==> config.mk <==
export PLATFORM = sky130hd
export DESIGN_NAME = alu_muldiv_control
export DESIGN_NICKNAME = d
export VERILOG_FILES = /design/src/rtl/alu_muldiv_control.sv
export SDC_FILE = /design/constraint.sdc
export NUM_CORES = 1
export LEC_CHECK = 0
export ABC_AREA = 1
export CELL_PAD_IN_SITES_DETAIL_PLACEMENT = 1
export CELL_PAD_IN_SITES_GLOBAL_PLACEMENT = 1
export CORE_UTILIZATION = 43
export DETAILED_ROUTE_END_ITERATION = 10
export HOLD_SLACK_MARGIN = 0.05
export PLACE_DENSITY_LB_ADDON = 0.1
export SLEW_MARGIN = 10
export SYNTH_ARGS = -nofsm -noshare
export SYNTH_HDL_FRONTEND = slang
export SYNTH_SLANG_ARGS = --single-unit
==> constraint.sdc <==
create_clock -name clk -period 7.7 [get_ports clk]
set_input_delay 1.925 -clock clk [delete_from_list [all_inputs] [get_ports clk]]
set_output_delay 1.925 -clock clk [all_outputs]
set_load 0.05 [all_outputs]
==> src/rtl/alu_muldiv_control.sv <==
// ALU opcode decode plus an iterative RV32M multiply/divide engine.
// The engine holds stall_o while it iterates; md_done_o pulses when md_result_o is valid.
module alu_muldiv_control #(
  parameter int DATA_WIDTH   = 32,
  parameter int ALU_OP_WIDTH = 4,
  parameter int CNT_WIDTH    = 6
) (
  input  logic                    clk,
  input  logic                    reset,
  input  logic                    valid_i,
  input  logic [6:0]              funct7_i,
  input  logic [2:0]              ALU_Op_i,
  input  logic [2:0]              funct3_i,
  input  logic [DATA_WIDTH-1:0]   rs1_data_i,
  input  logic [DATA_WIDTH-1:0]   rs2_data_i,
  output logic [ALU_OP_WIDTH-1:0] ALU_Operation_o,
  output logic                    md_sel_o,
  output logic                    stall_o,
  output logic                    md_done_o,
  output logic [DATA_WIDTH-1:0]   md_result_o
);

  localparam int W = DATA_WIDTH;

  typedef enum logic [1:0] {S_IDLE, S_MUL, S_DIV, S_DONE} state_t;

  state_t               state_q, state_d;
  logic [CNT_WIDTH-1:0] cnt_q, cnt_d;
  logic [2*W-1:0]       acc_q, acc_d;
  logic [W-1:0]         opa_q, opa_d;
  logic [W-1:0]         opb_q, opb_d;
  logic [1:0]           f3_q, f3_d;
  logic                 sa_q, sa_d;
  logic                 sb_q, sb_d;
  logic [W-1:0]         result_q, result_d;

  logic [3:0] alu_op;
  logic       md_op;
  logic       accept;
  logic       a_signed, b_signed, sa_in, sb_in;
  logic [W-1:0] mag_a, mag_b;
  logic       div_zero, div_ovf, last;
  logic [W:0]     mul_sum, div_trial;
  logic [2*W-1:0] mul_step, mul_prod, div_step;
  logic [W-1:0]   mul_final, quo, rem, quo_s, rem_s, div_final;

  always_comb begin
    alu_op = 4'b0000;
    unique case (ALU_Op_i)
      3'b000: begin
        if (funct7_i == 7'b0000000) begin
          unique case (funct3_i)
            3'b110:  alu_op = 4'b1001;
            3'b001:  alu_op = 4'b1100;
            3'b101:  alu_op = 4'b1101;
            default: alu_op = 4'b0000;
          endcase
        end else if (funct7_i == 7'b0100000 && funct3_i == 3'b000) begin
          alu_op = 4'b0001;
        end
      end
      3'b001: begin
        if (funct3_i == 3'b110) alu_op = 4'b1001;
        else if (funct7_i == 7'b0000000 && funct3_i == 3'b001) alu_op = 4'b1100;
        else if (funct7_i == 7'b0000000 && funct3_i == 3'b101) alu_op = 4'b1101;
      end
      3'b010:  alu_op = 4'b1000;
      default: alu_op = 4'b0000;
    endcase
  end

  assign md_op           = (ALU_Op_i == 3'b000) && (funct7_i == 7'b0000001);
  assign md_sel_o        = md_op;
  assign ALU_Operation_o = md_op ? '0 : ALU_OP_WIDTH'(alu_op);
  assign accept          = (state_q == S_IDLE) && valid_i && md_op;

  // Multiplies: only MULHU is unsigned in rs1; MULHSU/MULHU unsigned in rs2.
  // Divides: the odd funct3 encodings (DIVU/REMU) are unsigned.
  assign a_signed = funct3_i[2] ? !funct3_i[0] : (funct3_i[1:0] != 2'b11);
  assign b_signed = funct3_i[2] ? !funct3_i[0] : !funct3_i[1];
  assign sa_in    = a_signed && rs1_data_i[W-1];
  assign sb_in    = b_signed && rs2_data_i[W-1];
  assign mag_a    = sa_in ? -rs1_data_i : rs1_data_i;
  assign mag_b    = sb_in ? -rs2_data_i : rs2_data_i;
  assign div_zero = (rs2_data_i == '0);
  assign div_ovf  = !funct3_i[0] && (rs1_data_i == {1'b1, {(W-1){1'b0}}}) && (rs2_data_i == '1);
  assign last     = (cnt_q == CNT_WIDTH'(W - 1));

  // acc holds {high, multiplier} for MUL and {remainder, quotient} for DIV.
  assign mul_sum   = {1'b0, acc_q[2*W-1:W]} + {1'b0, (acc_q[0] ? opa_q : {W{1'b0}})};
  assign mul_step  = {mul_sum, acc_q[W-1:1]};
  assign mul_prod  = (sa_q ^ sb_q) ? -mul_step : mul_step;
  assign mul_final = (f3_q == 2'b00) ? mul_prod[W-1:0] : mul_prod[2*W-1:W];

  assign div_trial = {acc_q[2*W-1:W], acc_q[W-1]} - {1'b0, opb_q};
  assign div_step  = div_trial[W] ? {acc_q[2*W-2:0], 1'b0}
                                  : {div_trial[W-1:0], acc_q[W-2:0], 1'b1};
  assign quo       = div_step[W-1:0];
  assign rem       = div_step[2*W-1:W];
  assign quo_s     = (sa_q ^ sb_q) ? -quo : quo;
  assign rem_s     = sa_q ? -rem : rem;
  assign div_final = f3_q[1] ? rem_s : quo_s;

  always_comb begin
    state_d  = state_q;
    cnt_d    = cnt_q;
    acc_d    = acc_q;
    opa_d    = opa_q;
    opb_d    = opb_q;
    f3_d     = f3_q;
    sa_d     = sa_q;
    sb_d     = sb_q;
    result_d = result_q;
    unique case (state_q)
      S_IDLE: begin
        if (accept) begin
          f3_d  = funct3_i[1:0];
          sa_d  = sa_in;
          sb_d  = sb_in;
          opa_d = mag_a;
          opb_d = mag_b;
          cnt_d = '0;
          if (!funct3_i[2]) begin
            acc_d   = {{W{1'b0}}, mag_b};
            state_d = S_MUL;
          end else if (div_zero) begin
            result_d = funct3_i[1] ? rs1_data_i : '1;
            state_d  = S_DONE;
          end else if (div_ovf) begin
            result_d = funct3_i[1] ? '0 : rs1_data_i;
            state_d  = S_DONE;
          end else begin
            acc_d   = {{W{1'b0}}, mag_a};
            state_d = S_DIV;
          end
        end
      end
      S_MUL: begin
        acc_d = mul_step;
        cnt_d = cnt_q + CNT_WIDTH'(1);
        if (last) begin
          result_d = mul_final;
          state_d  = S_DONE;
        end
      end
      S_DIV: begin
        acc_d = div_step;
        cnt_d = cnt_q + CNT_WIDTH'(1);
        if (last) begin
          result_d = div_final;
          state_d  = S_DONE;
        end
      end
      S_DONE:  state_d = S_IDLE;
      default: state_d = S_IDLE;
    endcase
  end

  always_ff @(posedge clk or posedge reset) begin
    if (reset) begin
      state_q  <= S_IDLE;
      cnt_q    <= '0;
      acc_q    <= '0;
      opa_q    <= '0;
      opb_q    <= '0;
      f3_q     <= '0;
      sa_q     <= 1'b0;
      sb_q     <= 1'b0;
      result_q <= '0;
    end else begin
      state_q  <= state_d;
      cnt_q    <= cnt_d;
      acc_q    <= acc_d;
      opa_q    <= opa_d;
      opb_q    <= opb_d;
      f3_q     <= f3_d;
      sa_q     <= sa_d;
      sb_q     <= sb_d;
      result_q <= result_d;
    end
  end

  assign stall_o     = accept || (state_q == S_MUL) || (state_q == S_DIV);
  assign md_done_o   = (state_q == S_DONE);
  assign md_result_o = result_q;

endmodule

==> reports/qor.json <==
{
  "globalRouteOverflowTotal": 0,
  "dp_hpwl_um": 87300,
  "routabilityCongestion": 1.02,
  "final_min_period_over_clock_period": 0.799,
  "timing_worst_slew_pin_value_ns": 1.22,
  "filler_cell_count": 6755,
  "static-leakage-power_uw": 0.0118,
  "total_power_uw": 5620,
  "worst_ep_required_time_ns": 8.06,
  "die-height_um": 221,
  "regToRegSetupSlack_ns": 2.12,
  "root_buffer": "sky130_fd_sc_hd__clkbuf_16",
  "tritoncts_clock_tree": "yes",
  "route.vias.total": 26300,
  "die_width_um": 221,
  "drtAntennaViolNets": 0,
  "initial_cell_density_of_the_core": 0.440,
  "timing.hold.worst.class": "reg -> reg",
  "vias_per_cell": 6.07,
  "final_worst_setup_slack_ns": 1.55,
  "postCtsSetupBuffers": 0,
  "cts-hold-fix-buffers": 0,
  "result_of_the_run": "finished, final reports clean",
  "routedWlPerCell_um": 24.8,
  "slew_headroom": 0.178,
  "worst_r2r_startpoint": "acc_q[31]",
  "worst_ir_drop_vdd_uv": 344,
  "placed_cells": 4295,
  "top_level_ports": 119,
  "finalNetCount": 3864,
  "synth-edff-count": 0,
  "grt_setup_unrepaired": "false",
  "synth-warning-count": 0,
  "end_kind": "flip-flop",
  "antenna_violations_before_repair": 6,
  "ys_seq_area_frac": 0.209,
  "yosys_register_bits": 172,
  "place_ws_ns": 1.21,
  "grt_first_pass_wirelength_um": 160000,
  "buffer_ports.inserted": 117,
  "final_cell_mix": "sky130_fd_sc_hd__nand2_1 (1304), sky130_fd_sc_hd__inv_1 (474), sky130_fd_sc_hd__nor2_1 (335), sky130_fd_sc_hd__nand3_1 (290), sky130_fd_sc_hd__o21ai_0 (267)",
  "layout-drive-gt1-share": 0.0366,
  "cts_max_path_buffers": 2,
  "fmax_ghz": 0.163,
  "synthCells": 3680,
  "worst_setup_hold_path_clk_slew_ns": 0.08,
  "drtPass1Iterations": 8,
  "synth_area_um2": 20600,
  "worst_setup_sp_type": "input port",
  "syn-num-nets": 3837,
  "grtUsageTotal": 0.436,
  "postCtsResizedCells": 0,
  "h-tree-depth": 4,
  "cts_made_buffers": 17,
  "power.density_cell_area_nw_per_um2": 246,
  "fp.dieArea_um2": 48800,
  "timing.setup.tns_ns": 0,
  "cts_sinks": 172,
  "hold_viol": 0,
  "antenna_cells": 0,
  "worst_skew_pair.late_latency_ns": 0.51,
  "arrival_ns": 6.51,
  "post-route-min-period_ns": 6.15,
  "finalSetupViolations": 0,
  "min-delay-start": "opa_q[4]",
  "synthArstFlopShare": 1.00,
  "final_common_cell": "sky130_fd_sc_hd__nand2_1",
  "synth_top_flop_cell": "sky130_fd_sc_hd__dfrtp_1",
  "timing.max_cap.violations": 0,
  "layoutNonFillerInstCount": 4327,
  "first_iter_violations": 2739,
  "floorplan.core_area_um2": 46900,
  "largest_clock_skew_in_the_final_design_ns": 0.0248,
  "critPathKind": "in -> reg",
  "critical_path.max_fanout": 55,
  "grt_pass1_vias": 25800,
  "postRouteWirelength_um": 107000,
  "max_slew_violations": 0,
  "drcViolationCount": 0,
  "netlist-cell-type-count": 58,
  "worstSetupStartpoint": "rs2_data_i[0]",
  "pin_count_of_the_biggest_net_entering_global_routing": 81,
  "syn-mean-instance-area_um2": 5.60,
  "syn_to_final_growth_pct": 10.7,
  "fp-row-count": 79
}
==> cells by family after synthesis <==
kind of cell    after synthesis  share of synthesized area
flops                       172                      0.209
compound gates              590                      0.161
fa+ha+maj                    80                     0.0490
other cells                   1                   0.000182
xor+xnor                     78                     0.0332
buf+inv                     633                      0.118
simple gates               2126                      0.429
==> Yosys cell counts, types with 14 or more instances <==
cell type | n | area [um^2]
sky130_fd_sc_hd__xnor2_1 | 14 | 123
sky130_fd_sc_hd__xor2_1 | 64 | 561
sky130_fd_sc_hd__a31oi_1 | 24 | 150
sky130_fd_sc_hd__clkbuf_1 | 104 | 390
sky130_fd_sc_hd__inv_1 | 476 | 1790
sky130_fd_sc_hd__o21ai_0 | 267 | 1340
sky130_fd_sc_hd__nor3_1 | 54 | 270
sky130_fd_sc_hd__o22ai_1 | 55 | 344
sky130_fd_sc_hd__a21oi_1 | 157 | 786
sky130_fd_sc_hd__nand2_2 | 21 | 131
sky130_fd_sc_hd__nand2_1 | 1304 | 4890
sky130_fd_sc_hd__ha_1 | 75 | 938
sky130_fd_sc_hd__o221ai_1 | 14 | 123
sky130_fd_sc_hd__nand3_1 | 292 | 1460
sky130_fd_sc_hd__nor2_1 | 337 | 1260
sky130_fd_sc_hd__nor4_1 | 16 | 100
sky130_fd_sc_hd__inv_2 | 15 | 56.3
sky130_fd_sc_hd__dfrtp_1 | 172 | 4300
sky130_fd_sc_hd__nand4_1 | 56 | 350
==> per-stage QoR <==
stage          hold slack (ns)  instance area, um^2  utilization
6_report                 0.487                22800        0.487
5_1_grt                  0.513                22800        0.487
4_1_cts                  0.487                22800        0.487
3_5_place_dp             0.466                22200        0.473
3_3_place_gp             0.463                22200        0.473
2_1_floorplan            0.449                20600            -
==> area by class of cell <==
cell class | instances | area, um^2 | share of cell area
Clock buffer | 17 | 425 | 0.0187
Clock inverter | 15 | 198 | 0.00867
Inverter | 497 | 1870 | 0.0821
Multi-Input combinational cell | 2875 | 13900 | 0.608
Sequential cell | 172 | 4300 | 0.189
Tap cell | 607 | 759 | 0.0333
Timing Repair Buffer | 144 | 1370 | 0.0603
==> path summary, 6_finish.rpt <==
| path | to | cells past startpoint |
|---|---|---|
| setup / recovery | acc_q[8] | 19 |
| hold / removal | opa_q[4] | 2 |
| setup reg to reg | md_result_o[2] | 22 |
| hold reg to reg | opa_q[4] | 2 |
| max in group asynchronous | acc_q[49] | 3 |
| min in group asynchronous | cnt_q[3] | 2 |
==> critical path, stage by stage <==
cell and delay, ns:
sky130_fd_sc_hd__clkdlybuf4s50_1 0.46, sky130_fd_sc_hd__inv_1 0.14, sky130_fd_sc_hd__ha_1 0.21, sky130_fd_sc_hd__nand3_1 0.10, sky130_fd_sc_hd__nor2_1 0.14, sky130_fd_sc_hd__nand2_1 0.11
sky130_fd_sc_hd__nor3_2 0.33, sky130_fd_sc_hd__nand4_1 0.18, sky130_fd_sc_hd__nor2_1 0.21, sky130_fd_sc_hd__nand3_1 0.15, sky130_fd_sc_hd__inv_1 0.11, sky130_fd_sc_hd__nand2_1 0.62
sky130_fd_sc_hd__nand2_1 0.32, sky130_fd_sc_hd__nand3_1 0.12, sky130_fd_sc_hd__nand2_2 0.29, sky130_fd_sc_hd__inv_2 0.37, sky130_fd_sc_hd__buf_4 0.40, sky130_fd_sc_hd__o211ai_1 0.15
sky130_fd_sc_hd__o21ai_0 0.13
==> sequential cells by signal, indices dropped and copies added (netlist names) <==
signal       cells
acc_q           64
md_result_o     32
opa_q           32
opb_q           32
cnt_q            6
f3_q             2
state_q          2
sa_q             1
sb_q             1
==> power breakdown <==
group	internal, uW	total [uW]	switching, uW
sequential	1090	1310	219
clock	470	942	472
combinational	876	3370	2490
==> metal layers <==
metal / track usage / wire length [um] / share of wire / vias to the layer above
met3: 0.0890 / 9600 / 0.089 / 346
met4: 0.300 / 8530 / 0.079 / 10
met2: 0.677 / 46500 / 0.43 / 1324
li1: - / - / - / 11900
met5: 0 / 58 / 0.00054 / -
met1: 0.543 / 42600 / 0.40 / 12700
No activity file was read; power rests on OpenSTA's default activity.
